--- src/rtl/seg_scan_ctrl_pkg.sv ---
// Shared types and constants for the multiplexed seven-segment scanner.
// Holds the scan FSM state enum, digit count, anode-off pattern and a helper.
package seg_scan_ctrl_pkg;

    localparam int NUM_DIGITS = 4;

    localparam logic [NUM_DIGITS-1:0] AN_OFF = 4'b1111;

    typedef enum logic [1:0] {
        IDLE  = 2'd0,
        BLANK = 2'd1,
        SHOW  = 2'd2
    } state_t;

    // Active-low anode pattern selecting a single digit.
    function automatic logic [NUM_DIGITS-1:0] an_sel(input logic [1:0] idx);
        logic [NUM_DIGITS-1:0] one_hot;
        one_hot = 4'b0001 << idx;
        return ~one_hot;
    endfunction

endpackage

--- src/rtl/seg_scan_ctrl_seven_seg.sv ---
// Hex nibble to seven-segment decoder, combinational, active-high segments.
// Ports: nibble[3:0] in; seg[6:0] out as {g,f,e,d,c,b,a}.
module seg_scan_ctrl_seven_seg (
    input  logic [3:0] nibble,
    output logic [6:0] seg
);

    always_comb begin
        seg = 7'h00;
        unique case (nibble)
            4'h0: seg = 7'h3F;
            4'h1: seg = 7'h06;
            4'h2: seg = 7'h5B;
            4'h3: seg = 7'h4F;
            4'h4: seg = 7'h66;
            4'h5: seg = 7'h6D;
            4'h6: seg = 7'h7D;
            4'h7: seg = 7'h07;
            4'h8: seg = 7'h7F;
            4'h9: seg = 7'h6F;
            4'hA: seg = 7'h77;
            4'hB: seg = 7'h7C;
            4'hC: seg = 7'h39;
            4'hD: seg = 7'h5E;
            4'hE: seg = 7'h79;
            4'hF: seg = 7'h71;
            default: seg = 7'h00;
        endcase
    end

endmodule

--- src/rtl/seg_scan_ctrl.sv ---
// Four-digit time-multiplexed seven-segment scan controller with
// double-buffered digit data committed only at frame boundaries.
// Ports: clk, rst_n (sync, active-low), enable, load, digits_in[15:0],
//   dp_in[3:0], blank_in[3:0] in; seg_out[6:0], dp_out, an_out[3:0]
//   (active-low), frame_done out. All outputs registered.
module seg_scan_ctrl
    import seg_scan_ctrl_pkg::*;
#(
    parameter int CLK_DIV   = 8,
    parameter int BLANK_CYC = 2
) (
    input  logic        clk,
    input  logic        rst_n,
    input  logic        enable,
    input  logic        load,
    input  logic [15:0] digits_in,
    input  logic [3:0]  dp_in,
    input  logic [3:0]  blank_in,
    output logic [6:0]  seg_out,
    output logic        dp_out,
    output logic [3:0]  an_out,
    output logic        frame_done
);

    localparam int CNT_W = (CLK_DIV > 1) ? $clog2(CLK_DIV) : 1;
    localparam logic [CNT_W-1:0] CNT_MAX   = CNT_W'(CLK_DIV - 1);
    localparam logic [CNT_W-1:0] BLANK_END = CNT_W'(BLANK_CYC - 1);

    state_t           state;
    state_t           state_nxt;
    logic [CNT_W-1:0] slot_cnt;
    logic [CNT_W-1:0] slot_cnt_nxt;
    logic [1:0]       digit;
    logic [1:0]       digit_nxt;
    logic             slot_end;
    logic             frame_wrap;

    logic [15:0] shd_digits;
    logic [3:0]  shd_dp;
    logic [3:0]  shd_blank;
    logic [15:0] act_digits;
    logic [3:0]  act_dp;
    logic [3:0]  act_blank;
    logic        pending;
    logic        commit;

    logic [3:0]  act_nibble;
    logic [6:0]  seg_dec;
    logic        show_on;

    // Scan FSM: state and counters.
    always_ff @(posedge clk) begin
        if (!rst_n) begin
            state    <= IDLE;
            slot_cnt <= '0;
            digit    <= 2'd0;
        end else begin
            state    <= state_nxt;
            slot_cnt <= slot_cnt_nxt;
            digit    <= digit_nxt;
        end
    end

    always_comb begin
        state_nxt    = state;
        slot_cnt_nxt = slot_cnt;
        digit_nxt    = digit;
        frame_wrap   = 1'b0;
        slot_end     = (slot_cnt == CNT_MAX);
        if (!enable) begin
            state_nxt    = IDLE;
            slot_cnt_nxt = '0;
            digit_nxt    = 2'd0;
        end else begin
            unique case (state)
                IDLE: begin
                    // Restart cleanly at digit 0, slot 0.
                    state_nxt    = BLANK;
                    slot_cnt_nxt = '0;
                    digit_nxt    = 2'd0;
                end
                BLANK: begin
                    slot_cnt_nxt = slot_end ? '0 : slot_cnt + 1'b1;
                    if (slot_cnt == BLANK_END) begin
                        state_nxt = SHOW;
                    end
                end
                SHOW: begin
                    if (slot_end) begin
                        slot_cnt_nxt = '0;
                        digit_nxt    = digit + 2'd1;
                        state_nxt    = BLANK;
                        frame_wrap   = (digit == 2'd3);
                    end else begin
                        slot_cnt_nxt = slot_cnt + 1'b1;
                    end
                end
                default: begin
                    state_nxt    = IDLE;
                    slot_cnt_nxt = '0;
                    digit_nxt    = 2'd0;
                end
            endcase
        end
    end

    // Shadow/active double buffer. A commit copies the shadow as it stood
    // before this cycle's load, so a coincident load stays pending.
    assign commit = pending && ((state == IDLE) || frame_wrap);

    always_ff @(posedge clk) begin
        if (!rst_n) begin
            shd_digits <= '0;
            shd_dp     <= '0;
            shd_blank  <= '0;
            act_digits <= '0;
            act_dp     <= '0;
            act_blank  <= '0;
            pending    <= 1'b0;
        end else begin
            if (load) begin
                shd_digits <= digits_in;
                shd_dp     <= dp_in;
                shd_blank  <= blank_in;
            end
            if (commit) begin
                act_digits <= shd_digits;
                act_dp     <= shd_dp;
                act_blank  <= shd_blank;
            end
            if (load) begin
                pending <= 1'b1;
            end else if (commit) begin
                pending <= 1'b0;
            end
        end
    end

    // Single shared decoder fed by the active-digit nibble.
    assign act_nibble = act_digits[{digit, 2'b00} +: 4];

    seg_scan_ctrl_seven_seg u_seven_seg (
        .nibble (act_nibble),
        .seg    (seg_dec)
    );

    // Dropping enable darkens the display on the very next edge.
    assign show_on = enable && (state == SHOW) && !act_blank[digit];

    always_ff @(posedge clk) begin
        if (!rst_n) begin
            an_out     <= AN_OFF;
            seg_out    <= 7'h00;
            dp_out     <= 1'b0;
            frame_done <= 1'b0;
        end else begin
            an_out     <= show_on ? an_sel(digit) : AN_OFF;
            seg_out    <= show_on ? seg_dec : 7'h00;
            dp_out     <= show_on && act_dp[digit];
            frame_done <= frame_wrap;
        end
    end

endmodule

--- config.mk ---
export PLATFORM = sky130hd
export DESIGN_NAME = seg_scan_ctrl
export DESIGN_NICKNAME = d
export VERILOG_FILES = /design/src/rtl/seg_scan_ctrl_pkg.sv /design/src/rtl/seg_scan_ctrl_seven_seg.sv /design/src/rtl/seg_scan_ctrl.sv
export SDC_FILE = /design/constraint.sdc
export NUM_CORES = 1
export LEC_CHECK = 0
export CAP_MARGIN = 30
export CORE_UTILIZATION = 50
export CTS_CLUSTER_DIAMETER = 200
export DETAILED_ROUTE_END_ITERATION = 10
export GPL_TIMING_DRIVEN = 0
export PLACE_DENSITY = 0.72
export SKIP_CTS_REPAIR_TIMING = 1
export SLEW_MARGIN = 20
export SYNTH_ARGS = -nofsm -noshare
export SYNTH_HDL_FRONTEND = slang
export SYNTH_SLANG_ARGS = --single-unit
--- constraint.sdc ---
create_clock -name clk -period 3.98 [get_ports clk]
set_input_delay 0.995 -clock clk [delete_from_list [all_inputs] [get_ports clk]]
set_output_delay 0.995 -clock clk [all_outputs]
set_load 0.005 [all_outputs]
### Yosys cells after proc, flatten, opt, wreduce, memory -nomap -nowiden

Memories as Yosys holds them, arrays and structs flattened. A register that Yosys moved wholly into a read port is not among the register bits.
Cells that the tools add are included.

* bits in read-only memories: 112
* logic and storage cells: 60
* output and inout bits: 13
* flip-flop bits (word level): 62
* memories kept: 1
* input bits: 28

Memories
* (name not given): depth 16, width 7, read ports 1, clocked after Yosys merged registers in 1, write ports 0, line seg_scan_ctrl_seven_seg.sv:10 `unique case (nibble)`

* magnitude comparators: 1
* add/sub/neg operators: 2
* bitwise gates (word level): 5
* reduce and logical (&&, ||, !) cells: 15
* equal/unequal tests: 7
* shift-type cells: 2
* muxes and demuxes: 14

Operators with widths (number)
* 16-bit by 5-bit variable part select with 4-bit output: 1
* 2-bit AND reduction: 4
* 1-bit two-way mux: 7
* 2-bit two-way mux: 3
* 2-bit case mux with 3 select lines: 1
* 1-bit binary-select mux with 2-bit select: 2
* 2-bit == test (second input constant): 2
* 1-bit logical AND: 4
* 2-bit inequality test (second input constant): 2
* 1-bit inverter: 4
* 4-bit inverter: 1
* 2-bit case mux with 2 select lines: 1
* 4-bit OR reduction: 1
* 1-bit by 2-bit left shift with 4-bit output (first input constant): 1
* 3-bit by 1-bit adder with 3-bit output (second input constant): 1
* 3-bit by 1-bit == test with 1-bit output (second input constant): 1
* 3-bit == test (second input constant): 1
* 2-bit by 3-bit < comparator with 1-bit output (second input constant): 1
* 2-bit by 1-bit adder with 2-bit output (second input constant): 1
* 2-bit by 1-bit == test with 1-bit output (second input constant): 1
* 1-bit zero test: 2
* 2-bit zero test: 1
* 2-bit nonzero test: 1
* 2-bit OR reduction: 1
* 1-bit logical OR: 1

### Longest topological paths before layout

Gate-level depths: netlist of run 1.

* depth after elaboration: 8
* mapped depth: 8
* mapped depth without buffers: 6

### By module

From an unflattened synthesis of run 1, not the netlist that was laid out.

* cells, all modules: 305
* area, all modules: 3110.5 µm²

Modules (own cells, without submodules)
* seg_scan_ctrl: area an instance 2822.7 µm², cells each 272, instances 1, sequential area each 1381.3 µm²
* seg_scan_ctrl_seven_seg: area an instance 287.8 µm², cells each 33, instances 1, sequential area each 0.0 µm²

### Least setup slack after synthesis of run 1

Ideal clock, no wire load.

* path kind: reg-to-reg
* start point: register digit[0]
* end point: register seg_out[3]
* path slack: 1987 ps
* buffers on the path: 1
* arrival: 1916 ps
* required time: 3904 ps
* period minus slack after synthesis: 1993 ps
* cell stages (with the launch flop): 7
* path through: dfxtp_1 -> buf_6 -> mux4_1 -> ha_1 -> and2b_2 -> a211o_1 -> a21oi_1

* cells in the longest elaborated chain, start to end: 6
* elaborated cells on any way between the ends: 7

RTL lines
* start: declaration: line seg_scan_ctrl.sv:33 `logic [1:0] digit;`
* start signal: assignment: line seg_scan_ctrl.sv:60 `digit <= digit_nxt;`
* 1-bit binary-select mux with 2-bit select: line seg_scan_ctrl.sv:148 `assign show_on = enable && (state == SHOW) && !act_blank[digit];`
* 1-bit two-way mux (implied by the code): line seg_scan_ctrl.sv:148
* 1-bit zero test: line seg_scan_ctrl.sv:148
* 1-bit logical AND: line seg_scan_ctrl.sv:148
* 2-bit AND reduction (no line)
* 1-bit zero test (no line)
* end: declaration: line seg_scan_ctrl.sv:19 `output logic [6:0] seg_out,`

Parallel ways exist; a longest one is shown, timed or not. The select of a mux whose other input is x is not followed.
A chain may end at the register's enable or synchronous reset.

### Final worst setup path of run 1

* start point: input enable
* end point: register act_digits[4]

* cells in the longest elaborated chain, start to end: 3

RTL lines
* start: declaration: line seg_scan_ctrl.sv:14 `input logic enable,`
* 1-bit two-way mux: line seg_scan_ctrl.sv:70 `if (!enable) begin`
* 1-bit logical OR: line seg_scan_ctrl.sv:109 `assign commit = pending && ((state == IDLE) || frame_wrap);`
* 1-bit logical AND: line seg_scan_ctrl.sv:109
* end signal: assignment: line seg_scan_ctrl.sv:127 `act_digits <= shd_digits;`
* end: declaration: line seg_scan_ctrl.sv:41 `logic [15:0] act_digits;`

Every way passes these cells.

==> key figures, run 1 <==
Outcome
  • Status: complete, no violations

Place
  • Number of buffers inserted by port buffering: 39
  • DP Area: 0.00357 sq mm
  • Dpl ws: 1.23 ns
  • Placed insts: 425
  • Final HPWL DP: 4210 um
  • GPL Wtd Cong: 0.791

Worst setup path
  • Crit-path leading delay family: buffers and inverters
  • Worst-path cell chain: clkdlybuf4s50_1 > a41oi_1 > nand2b_1 > clkbuf_1 > buf_2 > nand2_1 > a21boi_0
  • Setup CP Type: in2reg
  • Buf+Inv Stages, Crit Path: 3
  • Startpoint Class: input port
  • CP endpoint kind: flop
  • Crit path max fanout: 10
  • Worst path max stage delay: 0.46 ns
  • Worst reg2reg setup slack: 1.78 ns
  • CP required: 4.24 ns
  • Crit path arrival time: 2.66 ns
  • Crit-path slowest cell: clkdlybuf4s50_1

Clock tree
  • Clock tree sinks: 69
  • CTS tree: done
  • Clock Latency Late Sink: 0.35 ns
  • # H-tree levels: 3
  • Worst-case clock buffer depth: 2
  • Reg clk slew, reported paths: 0.07 ns
  • Cts bufs inserted: 9
  • Root buf cell: clkbuf_8

Layout
  • Commonest non-fill, non-tap cells in the layout: 69 x dfxtp_1, 59 x nand2_1, 39 x clkdlybuf4s50_1
  • Most common cell after layout, fill and taps aside: dfxtp_1
  • Multi-input logic area: 0.00157 sq mm
  • Post-route cell area: 0.00376 sq mm
  • Final nets: 408
  • Share of post-route cells with drive strength above 1: 8.74%
  • Inserted Diodes: 0
  • Final cell count without fillers: 441
  • Register Area: 0.00138 sq mm
  • # fillers: 525
  • Area Overhead vs Synth: 21.6%
  • Utilization after layout: 63.1%

Power and ir drop
  • Power Total: 1.39 mW
  • Peak supply drop: 0.255 mV
  • Power density over cell area: 371 mW/mm^2
  • Pleak: 1.47 nW

Synthesis
  • Sequential share of the synthesized area: 44.7%
  • Yosys cell types: 35
  • Synthesized Nets: 358
  • Post-Synthesis Cells: 311
  • Post-synthesis instance area: 0.00309 sq mm
  • Synthesized flop and latch total: 69
  • Yosys warning total: 0
  • Mean Syn Cell Area: 9.93 sq um

STA
  • Number of setup violations in the final report: 0
  • Worst-margin pin slew: 0.677 ns
  • Final Hold Viols: 0
  • Final min period: 2.40 ns
  • RSZ-0062 raised after global routing: no
  • Final Worst Setup Slack: 1.58 ns
  • Hold slack: 0.454 ns
  • Slew headroom: 54.8%
  • Slew Limit Fails: 0
  • Fin crit share: 60.4%
  • Fmax: 0.416 GHz
  • Setup Skew: 0.00974 ns
  • Final setup TNS: 0 ns

Route
  • Vias per cell: 5.04
  • DR WL/cell: 12.9 um
  • Via count: 2222
  • Total Wirelength: 5680 um
  • # DRC: 0
  • Drt initial violations: 85
  • DRT Pass-1 Iters: 4
  • ANT nets after route: 0

Floorplanning
  • Die area: 0.00649 sq mm
  • I/O pin count: 41
  • Starting Density: 51.8%
  • Core area: 0.00596 sq mm
  • Die width: 80.6 um
  • Die Span Y: 80.6 um
  • Row count: 28

Run
  • Max-Cap Viols: 0

Global route
  • Vias in the first global route: 2106
  • First-pass GRT wire length: 9450 um
  • GRT Util Overall: 19.6%
  • Maximum number of pins on one net before global-route repair: 12
  • Antenna violations before repair: 0
  • Global route overflow: 0

Hold path
  • Hold WC Path Type: reg2reg
where the power goes:
part	total, mW	internal, mW	switching (mW)
logic	0.126	0.0682	0.0574
registers	0.729	0.714	0.0145
clock network	0.540	0.289	0.251
total	1.39	1.07	0.323
kinds of logic after synthesis:
logic type | share of synthesized area (%)
and+or+nand+nor | 17.3
DFF | 44.7
AOI/OAI and AO/OA | 10.8
muxes | 13.9
buffers and inverters | 4.54
adders and majority gates | 7.70
xor gates and xnor gates | 1.13
synth_stat cells:
library cell,instances,share of area [%]
a211o_1,1,0.28
a211oi_1,1,0.24
a21boi_0,19,4.6
a21boi_1,5,1.2
a21oi_1,8,1.3
a221oi_1,2,0.57
a221oi_2,2,0.97
a41oi_1,1,0.28
and2_1,2,0.41
and2_4,1,0.28
and2b_2,1,0.28
buf_2,7,1.1
buf_6,3,1.1
clkbuf_1,8,0.97
dfxtp_1,69,45
ha_1,19,7.7
inv_1,11,1.3
mux2_2,1,0.36
mux2i_1,27,8.8
mux4_1,3,2.6
mux4_2,3,2.2
nand2_1,59,7.2
nand2b_1,3,0.61
nand3_1,1,0.16
nand3b_1,2,0.49
nor2_1,11,1.3
nor2b_1,28,5.7
nor2b_4,1,0.45
nor3_1,1,0.16
nor3b_1,1,0.24
o2111a_1,1,0.36
o2111ai_1,1,0.28
o21ai_0,2,0.32
o21ai_1,2,0.32
xnor2_1,4,1.1
flip-flops by register name, indices dropped and copies added (netlist names):
signal	count
seg_out	7
an_out	4
act_dp	4
state	2
digit	2
shd_dp	4
shd_digits	16
act_blank	4
act_digits	16
frame_done	1
pending	1
dp_out	1
shd_blank	4
slot_cnt	3
final cells by class:
| class | count | share of cell area [%] |
|---|---|---|
| clock inverters | 4 | 1.30 |
| well taps | 75 | 2.50 |
| repair buffers | 39 | 10.4 |
| inverters | 11 | 1.10 |
| flip-flops and latches | 69 | 36.8 |
| multi-input cells | 213 | 41.7 |
| plain buffers | 18 | 2.63 |
| clock buffers | 12 | 3.60 |
worst paths after layout:
kind | from | end | depth (start not counted)
worst min-delay path | act_digits[0] | act_digits[0] | 2
worst max register to register | digit[0] | seg_out[1] | 7
worst min register to register | act_digits[0] | act_digits[0] | 2
worst max-delay path | enable | act_digits[4] | 7
metal layers:
layer / global-route usage [%] / vias up / part of all wire, %
li1: - / 1141 / -
met1: 22.8 / 1029 / 47
met2: 31.8 / 45 / 48
met3: 4.55 / 7 / 3.4
met4: 13.6 / 0 / 1.7
met5: 0 / - / 0
worst min-delay path, stage by stage, from the launching register on:
cell and delay (ns):
dfxtp_1 0.31, nand2_1 0.05, a21boi_1 0.05
No activity file was read; power rests on OpenSTA's default activity.
==> inputs of run 2 (changes only) <==
- clock period: 3.98 -> 2.4 ns (I/O delays scaled with it)
==> key figures, run 2 (same netlist as run 1, synthesis figures left out) <==
STA
  • Slew Limit Fails: 0 (unchanged)
  • Fin crit share: 91.4%
  • Worst-margin pin slew: 0.677 ns (+0.000572 ns)
  • Setup Skew: 0.00924 ns (-0.000503 ns)
  • Slew headroom: 54.8% (about the same)
  • Final min period: 2.19 ns
  • RSZ-0062 raised after global routing: no
  • Final setup TNS: 0 ns (unchanged)
  • Final Hold Viols: 0 (unchanged)
  • Fmax: 0.456 GHz
  • Hold slack: 0.454 ns (+0.0000760 ns)
  • Number of setup violations in the final report: 0 (unchanged)

Route
  • # DRC: 0 (unchanged)
  • Total Wirelength: 5680 um (about the same)
  • Met2 routed WL: 2700 um (-0.33%)
  • Met3 WL post-DR: 204 um (+6.3%)
  • Drt initial violations: 78 (-8.2%)
  • Post-Route M1 WL: 2660 um (-0.93%)
  • DRT Pass-1 Iters: 6 (+2)
  • Vias per cell: 5.07 (+0.63%)
  • DR WL/cell: 12.9 um (about the same)
  • Max Used Layer: met4
  • Via count: 2236 (+0.63%)
  • ANT nets after route: 0 (unchanged)

Run
  • Max-Cap Viols: 0 (unchanged)

Layout
  • Commonest non-fill, non-tap cells in the layout: 69 x dfxtp_1, 59 x nand2_1, 39 x clkdlybuf4s50_1
  • Final nets: 408 (unchanged)
  • Area Overhead vs Synth: 21.6% (unchanged)
  • Largest registers: act_digits x16, shd_digits x16, seg_out x7
  • Share of post-route cells with drive strength above 1: 8.74% (unchanged)
  • Inserted Diodes: 0 (unchanged)
  • Most common cell after layout, fill and taps aside: dfxtp_1

Worst setup path
  • Worst-path cell chain: buf_6 > mux4_1 > inv_1 > ha_1 > nor2_1 > a21oi_1 > a221oi_1
  • Crit path max fanout: 9 (-1)
  • Crit-path slowest cell: mux4_1
  • CP endpoint kind: flop
  • Crit-path leading delay family: multiplexers
  • CP required: 2.65 ns (-1.59 ns)
  • Crit path arrival time: 2.44 ns (-0.22 ns)
  • Startpoint Class: flop
  • Setup CP Type: reg2reg
  • Worst path max stage delay: 0.68 ns (+0.22 ns)
  • Buf+Inv Stages, Crit Path: 2 (-1)

Clock tree
  • Cts bufs inserted: 9 (unchanged)
  • Reg clk slew, reported paths: 0.07 ns (about the same)
  • Clock Latency Late Sink: 0.35 ns (about the same)
  • CTS tree: done
  • Clock tree sinks: 69 (unchanged)
  • Root buf cell: clkbuf_8
  • # H-tree levels: 3 (unchanged)
  • Worst-case clock buffer depth: 2 (unchanged)

Floorplanning
  • Die Span Y: 80.6 um (unchanged)
  • Row count: 28 (unchanged)
  • Core area: 0.00596 sq mm (unchanged)
  • Die width: 80.6 um (unchanged)
  • I/O pin count: 41 (unchanged)
  • Starting Density: 51.8% (unchanged)
  • Die area: 0.00649 sq mm (unchanged)

Global route
  • Global route overflow: 0 (unchanged)
  • First-pass GRT wire length: 9470 um (+0.14%)
  • Antenna violations before repair: 0 (unchanged)
  • Vias in the first global route: 2105 (-0.047%)
  • GRT Util Overall: 19.7% (+0.024 points)
  • Maximum number of pins on one net before global-route repair: 12 (unchanged)

Power and ir drop
  • Internal cell power: 1.78 mW (+66%)
  • Logic pwr share: 9.0% (about the same)
  • Fraction of power consumed by sequential logic: 52.2% (about the same)
  • Pleak: 1.47 nW (unchanged)
  • Clk network pwr share: 38.8% (about the same)
  • NetSw: 538 uW (+66%)
  • Power density over cell area: 616 mW/mm^2 (+66%)
  • Switching share of power: 23.2% (+0.062 points)
  • Peak supply drop: 0.424 mV (+66%)

Outcome
  • Status: complete, no violations

Place
  • Final HPWL DP: 4210 um (unchanged)
  • Number of buffers inserted by port buffering: 39 (unchanged)
  • GPL Wtd Cong: 0.791 (unchanged)

Hold path
  • Hold WC Path Type: reg2reg
==> run 2: cell counts in the layout (fill, tap and decap cells not counted) <==
Identical to the previous run, type by type.
==> run 2: final timing paths <==
kind,startpoint,endpoint,slack (ns),depth (start not counted)
min,act_digits[0],act_digits[0],0.45,2
max,digit[0],seg_out[1],0.21,7
max reg2reg,digit[0],seg_out[1],0.21,7
min reg2reg,act_digits[0],act_digits[0],0.45,2
==> run 2: power by group through the flow <==
stage	Combinational (mW)	Sequential, mW	Clock, mW
after floorplan	0.134	1.23	0
after global placement	0.204	1.23	0
after detailed placement	0.210	1.23	0
after CTS	0.211	1.21	0.920
after global routing	0.232	1.21	0.975
final	0.208	1.21	0.898
==> run 2: worst reg2reg max path, cell delays in order, from the launching register on <==
cell and delay, ns:
dfxtp_1 0.39, buf_6 0.18, mux4_1 0.68, inv_1 0.17, ha_1 0.25, nor2_1 0.13, a21oi_1 0.05, a221oi_1 0.25
==> run 2: area by class of cell <==
class / count / area (sq um)
clock buffers: 12 / 135
repair buffers: 39 / 390
clock inverters: 4 / 48.8
well taps: 75 / 93.8
fillers: 525 / 2200
flip-flops and latches: 69 / 1380
plain buffers: 18 / 98.8
inverters: 11 / 41.3
multi-input cells: 213 / 1570
==> run 2: stage by stage <==
step / cells / total power [mW] / utilization [%] / setup slack, ns / area [sq um]
after global placement: 425 / 1.44 / 60.0 / 0.108 / 3570
after global routing: 441 / 2.42 / 63.1 / 0.0884 / 3760
after floorplan: 311 / 1.36 / - / 0.407 / 3090
after CTS: 441 / 2.34 / 63.1 / 0.189 / 3760
final: 441 / 2.31 / 63.1 / 0.208 / 3760
after detailed placement: 425 / 1.44 / 60.0 / 0.0415 / 3570
==> run 2: layer usage <==
layer | up-vias | track usage [%]
met1 | 1040 | 23.0
met4 | 0 | 10.4
met2 | 45 | 32.3
li1 | 1139 | -
met3 | 12 | 5.80
met5 | - | 0
==> inputs of run 3 (changes only) <==
- CORE_MARGIN: not set -> 3
- SLEW_MARGIN: 20 -> 40
==> key figures, run 3 (same netlist as run 1, synthesis figures left out) <==
Outcome
  • Status: complete, no violations

Floorplanning
  • Die area: 0.00715 sq mm (+10%)
  • Die width: 84.6 um (+5.0%)
  • Row count: 27 (-3.6%)
  • Core area: 0.00574 sq mm (-3.6%)
  • Starting Density: 53.8% (+1.9 points)
  • I/O pin count: 41 (unchanged)
  • Die Span Y: 84.6 um (+5.0%)

Route
  • DR WL/cell: 13.2 um (+2.7%)
  • ANT nets after route: 0 (unchanged)
  • Vias per cell: 5.04 (-0.62%)
  • Via count: 2207 (-1.3%)
  • Total Wirelength: 5790 um (+2.0%)
  • # DRC: 0 (unchanged)
  • DRT Pass-1 Iters: 4 (-2)
  • Drt initial violations: 72 (-7.7%)

Power and ir drop
  • Power density over cell area: 621 mW/mm^2 (+0.76%)
  • Peak supply drop: 0.541 mV (+28%)
  • Pleak: 1.47 nW (-0.14%)

Layout
  • Final cell count without fillers: 438 (-0.68%)
  • Largest registers: act_digits x16, shd_digits x16, seg_out x7
  • Inserted Diodes: 0 (unchanged)
  • Area Overhead vs Synth: 21.8%
  • Multi-input logic area: 0.00157 sq mm (unchanged)
  • Commonest non-fill, non-tap cells in the layout: 69 x dfxtp_1, 59 x nand2_1, 39 x clkdlybuf4s50_1
  • Share of post-route cells with drive strength above 1: 9.29% (+0.55 points)
  • Register Area: 0.00138 sq mm (unchanged)
  • Most common cell after layout, fill and taps aside: dfxtp_1
  • # fillers: 520 (-0.95%)
  • Final nets: 408 (unchanged)

Clock tree
  • # H-tree levels: 3 (unchanged)
  • Clock Latency Late Sink: 0.34 ns (about the same)
  • Clock tree sinks: 69 (unchanged)
  • Cts bufs inserted: 9 (unchanged)
  • CTS tree: done
  • Worst-case clock buffer depth: 2 (unchanged)
  • Root buf cell: clkbuf_8
  • Reg clk slew, reported paths: 0.08 ns (about the same)

Global route
  • Vias in the first global route: 2121 (+0.76%)
  • Maximum number of pins on one net before global-route repair: 13 (+1)
  • First-pass GRT wire length: 9920 um (+4.8%)
  • Antenna violations before repair: 0 (unchanged)
  • Global route overflow: 0 (unchanged)
  • GRT Util Overall: 17.6% (-2.1 points)

STA
  • RSZ-0062 raised after global routing: no
  • Slew Limit Fails: 0 (unchanged)
  • Final setup TNS: 0 ns (unchanged)
  • Fin crit share: 90.3% (-1.0 points)
  • Fmax: 0.461 GHz (+1.1%)
  • Final Hold Viols: 0 (unchanged)
  • Final min period: 2.17 ns (-0.0244 ns)
  • Number of setup violations in the final report: 0 (unchanged)
  • Slew headroom: 51.2% (-3.6 points)
  • Worst-margin pin slew: 0.731 ns (+0.0537 ns)
  • Hold slack: 0.454 ns (+0.0000860 ns)
  • Setup Skew: 0.00917 ns (-0.0000628 ns)

Hold path
  • Hold path cells: 2 (unchanged)
  • Hold WC Path Type: reg2reg

Worst setup path
  • Crit-path slowest cell: mux4_1
  • Crit path max fanout: 9 (unchanged)
  • Setup CP Type: reg2reg
  • CP required: 2.67 ns (+0.02 ns)
  • FF-to-FF path depth: 6 (-1)
  • Worst-path cell chain: buf_6 > mux4_1 > ha_1 > and2b_2 > a211o_1 > a21oi_1
  • Startpoint Class: flop
  • Worst path max stage delay: 0.64 ns (-0.04 ns)
  • CP endpoint kind: flop
  • Crit path arrival time: 2.43 ns (about the same)

Place
  • Number of buffers inserted by port buffering: 39 (unchanged)
  • GPL Wtd Cong: 0.781 (-1.2%)
  • Placed insts: 422 (-0.71%)
  • Final HPWL DP: 4200 um (-0.28%)

Run
  • Max-Cap Viols: 0 (unchanged)
-- run 3: worst paths after layout --
path,startpoint,to,slack (ns)
max,digit[0],seg_out[3],0.23
min,shd_digits[1],act_digits[1],0.45
max reg2reg,digit[0],seg_out[3],0.23
min reg2reg,shd_digits[1],act_digits[1],0.45
-- run 3: metrics by stage --
step / worst slack, ns / area (sq um) / utilization [%] / power (mW)
global route: 0.0602 / 3760 / 65.5 / 2.44
CTS: 0.214 / 3760 / 65.5 / 2.36
floorplan: 0.407 / 3090 / - / 1.36
global placement: 0.0913 / 3570 / 62.1 / 1.44
detailed placement: 0.0373 / 3570 / 62.1 / 1.44
finish: 0.232 / 3760 / 65.5 / 2.33
-- run 3: where the power goes --
| part | switching (mW) | total (mW) | internal, mW |
|---|---|---|---|
| clock | 0.440 | 0.918 | 0.478 |
| combinational | 0.0967 | 0.210 | 0.113 |
| sequential | 0.0227 | 1.21 | 1.18 |
| total | 0.559 | 2.33 | 1.77 |
-- run 3: per-layer routing --
layer  GRT usage, %  routed length, um  vias up
li1               -                  -     1139
met1           22.4               2790     1010
met2           27.5               2640       44
met3           4.71                220       14
met4           8.78                140        0
met5              0                  0        -
-- run 3: worst max-delay path, delay by kind of cell (launching register included) --
family | cells | cell delay, ns
buf+inv | 1 | 0.18
simple gates | 1 | 0.22
mux | 1 | 0.64
fa+ha+maj | 1 | 0.29
compound gates | 2 | 0.38
flops | 1 | 0.39
-- run 3: area by class of cell --
class                           instances  area share (%)
Clock buffer                           10            3.39
Multi-Input combinational cell        213            41.7
Timing Repair Buffer                   39            10.4
Clock inverter                          6            1.70
Tap cell                               72            2.40
Buffer                                 18            2.63
Sequential cell                        69            36.7
Inverter                               11            1.10
